`src/rtl/pc_ras_unit.sv`:
```
// pc_ras_unit: next-pc generation (seq/branch/jump) with a circular return-address stack
// for call/return; overflow drops the oldest entry, underflow falls back to pc+INC.
module pc_ras_unit #(
   parameter int PC_W      = 10,
   parameter int DATA_W    = 32,
   parameter int INSTR_W   = 16,
   parameter int OFFS_W    = 10,
   parameter int INC       = 1,
   parameter int RAS_DEPTH = 4,
   parameter int RESET_PC  = 0
)(
   input  logic               clk,
   input  logic               reset,
   input  logic               stall,
   input  logic [2:0]         pc_mux,
   input  logic               taken,
   input  logic [DATA_W-1:0]  pc_rd,
   input  logic [DATA_W-1:0]  result,
   input  logic [INSTR_W-1:0] instr,
   output logic [PC_W-1:0]    pc,
   output logic [PC_W-1:0]    pc_inc,
   output logic               ras_empty,
   output logic               ras_full,
   output logic               ras_ovf,
   output logic               ras_udf
);
   localparam int AW = $clog2(RAS_DEPTH);
   localparam int CW = $clog2(RAS_DEPTH + 1);
   logic [PC_W-1:0]        ras [RAS_DEPTH];
   logic [AW-1:0]          top;
   logic [CW-1:0]          cnt;
   logic [PC_W+OFFS_W-1:0] off_x;
   logic [PC_W-1:0]        off, pc_nxt;
   logic                   push, pop, unused;
   assign unused    = ^{pc_rd, result, instr};
   assign pc_inc    = pc + PC_W'(INC);
   assign off_x     = {{PC_W{instr[OFFS_W-1]}}, instr[OFFS_W-1:0]};
   assign off       = off_x[PC_W-1:0];
   assign push      = !stall && (pc_mux == 3'b100 || pc_mux == 3'b110);
   assign pop       = !stall && pc_mux == 3'b101;
   assign ras_empty = cnt == '0;
   assign ras_full  = cnt == CW'(RAS_DEPTH);
   always_comb
      case (pc_mux)
         3'b001:         pc_nxt = taken ? pc + off : pc_inc;
         3'b010, 3'b100: pc_nxt = pc_rd[PC_W-1:0];
         3'b011:         pc_nxt = result[PC_W-1:0];
         3'b101:         pc_nxt = ras_empty ? pc_inc : ras[top];
         3'b110:         pc_nxt = pc + off;
         default:        pc_nxt = pc_inc;
      endcase
   always_ff @(posedge clk or posedge reset)
      if (reset) begin
         pc      <= PC_W'(RESET_PC);
         top     <= '0;
         cnt     <= '0;
         ras_ovf <= 1'b0;
         ras_udf <= 1'b0;
      end else if (!stall) begin
         pc <= pc_nxt;
         if (push) begin
            top <= top + AW'(1);
            if (ras_full) ras_ovf <= 1'b1;
            else cnt <= cnt + CW'(1);
         end else if (pop) begin
            if (ras_empty) ras_udf <= 1'b1;
            else begin
               top <= top - AW'(1);
               cnt <= cnt - CW'(1);
            end
         end
      end
   // stack contents need no reset; a full stack simply overwrites the oldest slot
   always_ff @(posedge clk)
      if (push && !reset) ras[top + AW'(1)] <= pc_inc;
endmodule

```
`config.mk`:
```
export PLATFORM = sky130hd
export DESIGN_NAME = pc_ras_unit
export DESIGN_NICKNAME = d
export VERILOG_FILES = /design/src/rtl/pc_ras_unit.sv
export SDC_FILE = /design/constraint.sdc
export NUM_CORES = 1
export LEC_CHECK = 0
export ABC_AREA = 1
export BUFFER_PORTS_ARGS = -buffer_cell sky130_fd_sc_hd__buf_2
export CAP_MARGIN = 30
export CELL_PAD_IN_SITES_DETAIL_PLACEMENT = 0
export CELL_PAD_IN_SITES_GLOBAL_PLACEMENT = 1
export CORE_MARGIN = 2
export CORE_UTILIZATION = 25
export CTS_CLUSTER_SIZE = 12
export DETAILED_ROUTE_END_ITERATION = 7
export HOLD_SLACK_MARGIN = 0.06
export PLACE_DENSITY = 0.65
export SLEW_MARGIN = 20
export SYNTH_ARGS = -nofsm -noshare
export SYNTH_HDL_FRONTEND = slang
export SYNTH_SLANG_ARGS = --single-unit
```
`constraint.sdc`:
```
create_clock -name clk -period 5 [get_ports clk]
set_input_delay 0.5 -clock clk [delete_from_list [all_inputs] [get_ports clk]]
set_output_delay 0.5 -clock clk [all_outputs]
set_load 0.02 [all_outputs]
```
==> metrics.md, run 1 <==
| Metric | Value |
|---|---|
| Largest net degree at the start of global routing | 24 |
| Primary FF master, synth | edfxtp_1 |
| Routed vias | 2,860 |
| Overflow left after global routing | 0 |
| Critical path peak fanout | 23 |
| Number of detailed-routing iterations run before antenna repair | 4 |
| Worst skew pair latency | approximately 0.32 ns |
| Slew of the pin with the lowest slew margin | between 0.7 and 0.8 ns |
| Vias/cell | ~4.4 |
| Total CTS buffers | 9 |
| Sinks on the clock net | 57 |
| Leak pwr | roughly 1.9 nW |
| Synth Register Bits | 57 |
| I/O pin count | ~110 |
| Max VDD drop | 0.202 mV |
| Antenna Cells | 0 |
| Number of cells produced by synthesis | between 400 and 500 |
| Post-route DRC | 0 |
| Slowest CP cell | inv_1 |
| Initial antenna violation count | 0 |
| Die span in y | ~120 um |
| CTS tree | yes |
| Worst-case clock buffer depth | 2 |
| Fin. max-slew vios | 0 |
| Die ar. | about 15,000 um2 |
| Area growth syn-to-layout | 23.3% |
| Clk slew on worst S/H paths | roughly 0.050 ns |
| Layout Utilization | 0.317 |
| Startpoint types | flop |
| Routability cong. | around 0.76 |
| CP peak stage delay | a little under 0.6 ns |
| Power Dens Cells | roughly 500 nW/um2 |
| Post-synthesis sequential area ratio | 0.478 |
| Worst Path Buf+Inv | 4 |
| Clock Skew | a little under 0.006 ns |
| Nets | roughly 570 |
| Synth top area cells | edfxtp_1 35%, dfrtp_1 13%, nand2_1 10%, inv_1 6.1%, ha_1 5.1% |
| CTS Root Cell | clkbuf_16 |
| Total Routed Length | 9250 um |
| Max-cap check violation count | 0 |
| Synth area leader | edfxtp_1 |
| Post-Syn Nets | 505 |
| # setup viols final | 0 |
| RSZ-0062 raised after global routing | false |
| First-pass GRT wire length | approximately 15,000 um |
| Core area | 13,200 um2 |
| Outcome | finished, final reports clean |
| Final Hold Fails | 0 |
| Share of cells above drive strength 1 | 0.203 |
| Routed len/inst | roughly 14 um |
| Initial Utilization | 0.257 |
| I/O Buffers | 60 |
| Vias in the first global route | roughly 2,700 |
| Yosys warns | 0 |
| Post_cts resized | 0 |
| Unique masters post-synth | 31 |
| Worst EP required | between 5 and 6 ns |
| Worst min path class | primary input to async pin |
| Crit. End Element | flop |
| Post-layout minimum cycle time | between 2 and 3 ns |
| HPWL after detailed placement | approximately 7100 um |
| Final ANT Viol Nets | 0 |
| Postcts setup bufs | 0 |
| Slew margin rel. | 0.486 |
| Number of flops mapped to enable cells by yosys | 40 |
| Fmax | 387 MHz |
| TNS Setup | 0 ns |
| Share of the synthesized area in the top cell type | 0.353 |
| CP Cell Sequence | buf_4, inv_1, ha_1, inv_1, nor2_1, buf_4 |
| Reg area | 1630 um2 |
| Hold buffer count at CTS | 0 |
| H-tree depth | 3 |
| Crit path arrival time | roughly 2.6 ns |
| CP Class | flop to flop |
| Site Rows | between 40 and 50 |
| Async set-or-reset flop fraction in the synthesized netlist | 0.298 |
| Fin crit share | 0.517 |
| Drt initial violations | between 200 and 250 |
| Mean post-synth cell area | approximately 8.5 um2 |
| Total Routing Usage GR | 0.134 |
| Crit path max-delay family | buffers and inverters |
| Fill cells | 1,419 |
| Die W | 121 um |
| Syn Std Cell Area | 3400 um2 |
| Multi-input gate area | between 1000 and 1500 um2 |
[cells by family (layout without fill, tap and decap cells)]
| logic type | Yosys count | after routing | share of synthesized area |
|---|---|---|---|
| DFF | 57 | 57 | 0.478 |
| adders and majority gates | 16 | 16 | 0.0632 |
| buffers and inverters | 70 | 142 | 0.0816 |
| xor gates and xnor gates | 14 | 14 | 0.0360 |
| and+or+nand+nor | 186 | 186 | 0.238 |
| AOI/OAI and AO/OA | 59 | 59 | 0.103 |
[layout make-up]
| cell class | instances | share of cell area |
|---|---|---|
| inverters | 61 | 0.0545 |
| repair buffers | 65 | 0.0814 |
| clock buffers | 12 | 0.0563 |
| clock inverters | 4 | 0.0107 |
| well taps | 176 | 0.0525 |
| flip-flops and latches | 57 | 0.387 |
| multi-input cells | 275 | 0.357 |
[power breakdown]
group	internal (W)	leakage, nW	switching (W)
clock network	0.000382	0.140	0.000195
logic	0.000271	1.22	0.000549
registers	0.000607	0.554	0.0000813
total	0.00126	1.92	0.000825
[state kept, by name, summed over array words and instances (netlist names)]
name / flops
pc: 10
ras_ovf: 1
top: 2
ras: 40
ras_udf: 1
cnt: 3
[synth_stat cells, types with 4 or more instances]
cell type	number
nand2_1	92
inv_1	55
nor2_1	41
edfxtp_1	40
nand3_1	32
a21oi_1	26
dfrtp_1	17
ha_1	14
xor2_1	13
o22ai_1	10
nand4_1	9
o21ai_0	9
buf_2	6
inv_2	6
o21ai_1	5
a31oi_1	4
[layer usage]
| metal | up-vias | track usage | share of wire |
|---|---|---|---|
| li1 | 1469 | - | - |
| met1 | 1330 | 0.179 | 0.47 |
| met2 | 57 | 0.216 | 0.49 |
| met3 | 4 | 0.0259 | 0.033 |
| met4 | 0 | 0.0458 | 0.0094 |
| met5 | - | 0 | 0 |
[worst register-to-register path, cell delays in order, from the launching register on]
cell     delay (ns)
dfrtp_1        0.35
buf_4          0.22
inv_1          0.60
ha_1           0.28
inv_1          0.04
nor2_1         0.53
buf_4          0.27
[placed cells by master, fill, tap and decap left out, drive strengths merged]
master  count
a21oi      26
ha         14
xor2       13
nor2       42
nand4       9
dfrtp      17
nand3b      2
o21ai      14
nand2      94
edfxtp     40
a31oi       4
a21o        1
inv        61
or2         3
clkinv      3
bufinv      1
xnor2       1
buf        65
fa          2
clkbuf     12
o21a        1
o22ai      12
nor3        2
o21bai      1
nand3      34
[path summary, 6_finish.rpt]
check	startpoint	to	slack, ns	depth (start not counted)
max in group asynchronous	reset	pc[9]	4.23	2
setup reg to reg	top[0]	ras[3][7]	2.42	6
setup / recovery	top[0]	ras[3][7]	2.42	6
min in group clk	ras_ovf	ras_ovf	0.46	1
hold reg to reg	ras_ovf	ras_ovf	0.46	1
hold / removal	reset	ras_ovf	0.30	2
[per-stage QoR]
stage,cells,worst slack (ns),area [um2],power (W),hold slack (ns)
finish,650,2.42,4200,0.00209,0.297
global placement,630,2.30,3880,0.00150,0.438
CTS,650,2.38,4200,0.00211,0.323
floorplan,402,3.07,3400,0.00126,0.434
global route,650,2.30,4200,0.00224,0.370
detailed placement,634,2.39,3920,0.00152,0.448
No activity file was read; power rests on OpenSTA's default activity.
==> run 2, diff against run 1 <==
--- a/config.mk
+++ b/config.mk
@@ -5,7 +5,7 @@
 export SDC_FILE = /design/constraint.sdc
 export NUM_CORES = 1
 export LEC_CHECK = 0
-export ABC_AREA = 1
+export ABC_AREA = 0
 export BUFFER_PORTS_ARGS = -buffer_cell sky130_fd_sc_hd__buf_2
 export CAP_MARGIN = 30
 export CELL_PAD_IN_SITES_DETAIL_PLACEMENT = 0
@@ -15,7 +15,7 @@
 export CTS_CLUSTER_SIZE = 12
 export DETAILED_ROUTE_END_ITERATION = 7
 export HOLD_SLACK_MARGIN = 0.06
-export PLACE_DENSITY = 0.65
+export PLACE_DENSITY = 0.64
 export SLEW_MARGIN = 20
 export SYNTH_ARGS = -nofsm -noshare
 export SYNTH_HDL_FRONTEND = slang
==> constraint.sdc (replaced) <==
create_clock -name clk -period 2.27 [get_ports clk]
set_input_delay 0.227 -clock clk [delete_from_list [all_inputs] [get_ports clk]]
set_output_delay 0.227 -clock clk [all_outputs]
set_load 0.02 [all_outputs]
==> run 2 against run 1 <==
Compared with the run above:
- sequential share of layout area is 0.62 points lower
- critical path depth is 3 higher
- clock-buffer cell count is 3 lower
- largest power group unchanged
- hold slack worse by 0.22 ns
- critical endpoint is now pc[9]
- non-clock buffer count is 17 higher
- power is 140% higher
- wire length is 7.4% lower
- cell count is 21% lower
- first-iteration DRC count is 8.3% lower
- combinational power is 130% higher
- die area is 5.2% lower
- global-route usage is 0.32 points lower
==> metrics.md, run 2 <==
| Metric | Value |
|---|---|
| Largest net degree at the start of global routing | 22 |
| Site Rows | 41 |
| Vias/cell | 4.74 |
| Worst Path Buf+Inv | 2 |
| Primary FF master, synth | edfxtp_1 |
| CP Class | flop to flop |
| Synth area leader | edfxtp_1 |
| Drt initial violations | approximately 190 |
| Post-Syn Nets | about 360 |
| Synth top area cells | edfxtp_1 37%, dfrtp_1 13%, mux4_2 7.0%, ha_1 5.4%, xnor2_1 3.5% |
| Tot Pwr | just under 0.005 W |
| Yosys warns | 0 |
| Slowest CP cell | a2111oi_2 |
| Number of flops mapped to enable cells by yosys | 40 |
| Clock Skew | a little under 0.007 ns |
| Max FFs per register | 40 |
| Initial Utilization | 0.255 |
| Die span in y | ~120 um |
| Total Routed Length | between 8000 and 9000 um |
| I/O Buffers | 60 |
| Max VDD drop | a little over 0.6 mV |
| Mean post-synth cell area | 12.7 um2 |
| # setup viols final | 0 |
| Worst skew pair latency | around 0.33 ns |
| Final Hold Fails | 0 |
| Unique masters post-synth | 53 |
| Cell repeated most along the worst path | buf_4 |
| CP peak stage delay | approximately 0.44 ns |
| Async set-or-reset flop fraction in the synthesized netlist | 0.298 |
| Core area | around 13,000 um2 |
| Area growth syn-to-layout | 32.5% |
| Worst setup margin | 0.115 ns |
| Critical path peak fanout | 3 |
| Worst EP required | about 2.5 ns |
| Leak pwr | about 1.7 nW |
| Crit path max-delay family | compound AO/OA/AOI/OAI gates |
| RSZ-0062 raised after global routing | true |
| Initial antenna violation count | 0 |
| Routed vias | approximately 2,400 |
| Routed len/inst | about 17 um |
| Vias in the first global route | roughly 2,500 |
| Post-route DRC | 0 |
| Startpoint types | flop |
| TNS Setup | 0 ns |
| Crit path arrival time | ~2.4 ns |
| Crit. End Element | flop |
| Fin. max-slew vios | 0 |
| Most frequent cell after synthesis | edfxtp_1 |
| Final ANT Viol Nets | 0 |
| Post-layout minimum cycle time | roughly 2.2 ns |
| R2r setup slk | ~0.11 ns |
| Power Dens Cells | between 1000 and 1500 nW/um2 |
| Number of detailed-routing iterations run before antenna repair | 4 |
| Slew margin rel. | 0.453 |
| Total Routing Usage GR | 0.131 |
| Largest reg by FF count | ras |
| Max-cap check violation count | 0 |
| Overflow left after global routing | 0 |
| Number of cells produced by synthesis | around 250 |
| CTS tree | yes |
| Outcome | finished, final reports clean |
| Total CTS buffers | 9 |
| Antenna Cells | 0 |
| Sinks on the clock net | 57 |
| HPWL after detailed placement | 6340 um |
| Share of cells above drive strength 1 | 0.382 |
| I/O pin count | ~110 |
| Clk slew on worst S/H paths | around 0.050 ns |
| Worst-case clock buffer depth | 2 |
| Most frequent cells after synthesis | 40 x edfxtp_1, 19 x a21oi_1, 17 x dfrtp_1, 17 x nand2_1, 16 x inv_1 |
| First-pass GRT wire length | approximately 14,000 um |
| Hold buffer count at CTS | 0 |
| Most common cell after layout, fill and taps aside | buf_2 |
| Nets | about 440 |
| Pre-CTS setup slack | -0.0154 ns |
| Largest registers | ras: 40 flops, pc: 10 flops, cnt: 3 flops |
| Routability cong. | 0.821 |
| Synth Register Bits | 57 |
| Worst min path class | primary input to async pin |
| CP Cell Sequence | ha_2, buf_4, a211oi_2, buf_4, o211ai_1, a2111oi_2, nor3_2, a21oi_1, a2bb2oi_1 |
| Die ar. | 13,800 um2 |
| Syn Std Cell Area | ~3200 um2 |
| Share of the synthesized area in the top cell type | 0.373 |
| Fin crit share | 0.949 |
| Commonest non-fill, non-tap cells in the layout | 60 x buf_2, 40 x edfxtp_1, 20 x buf_4 |
| H-tree depth | 3 |
| Fmax | 464 MHz |
| CTS Root Cell | clkbuf_16 |
| Die W | approximately 120 um |
| Slew of the pin with the lowest slew margin | between 0.8 and 0.9 ns |
| Post-synthesis sequential area ratio | 0.505 |
-- run 2: area by class of cell --
class / instances / area, um2
Clock inverter: 7 / 119
Timing Repair Buffer: 82 / 490
Inverter: 17 / 63.8
Fill cell: 1288 / 8350
Multi-Input combinational cell: 171 / 1530
Sequential cell: 57 / 1630
Tap cell: 172 / 215
Clock buffer: 9 / 225
-- run 2: cell families (layout without fill, tap and decap cells) --
group,after synthesis,count (layout),synth area share
compound gates,74,74,0.169
fa+ha+maj,16,16,0.0668
mux,11,11,0.0734
simple gates,53,53,0.0983
flops,57,57,0.505
xor+xnor,17,17,0.0462
buf+inv,25,115,0.0408
-- run 2: metrics by stage --
stage           util  cell area (um2)  std cells  hold slack (ns)
2_1_floorplan      -             3220        253            0.153
3_3_place_gp   0.306             3860        499            0.409
3_5_place_dp   0.306             3860        499            0.444
4_1_cts        0.333             4210        515           0.0945
5_1_grt        0.338             4270        515            0.132
6_report       0.338             4270        515           0.0755
-- run 2: report_power, final --
group          switching, W  internal, W
clock              0.000479      0.00107
sequential         0.000179      0.00135
combinational       0.00109     0.000805
-- run 2: worst paths after layout --
path	start	to	cells after the start
setup / recovery	pc[0]	pc[9]	9
hold / removal	reset	ras_ovf	2
setup reg to reg	pc[0]	pc[9]	9
hold reg to reg	ras_udf	ras_udf	1
max in group asynchronous	reset	top[0]	2
min in group clk	pc_mux[0]	top[1]	2
-- run 2: repair_timing --
item	CTS	global route
pin swaps	0	4
buffers inserted	0	0
gates resized for setup	1	13
endpoints found under the setup margin	2	8
-- run 2: layer usage --
metal	GRT usage	wire length [um]	vias up
met2	0.202	3930	82
li1	-	-	1159
met3	0.0383	513	7
met1	0.179	4060	1194
met5	0	0	-
met4	0.0339	68	0
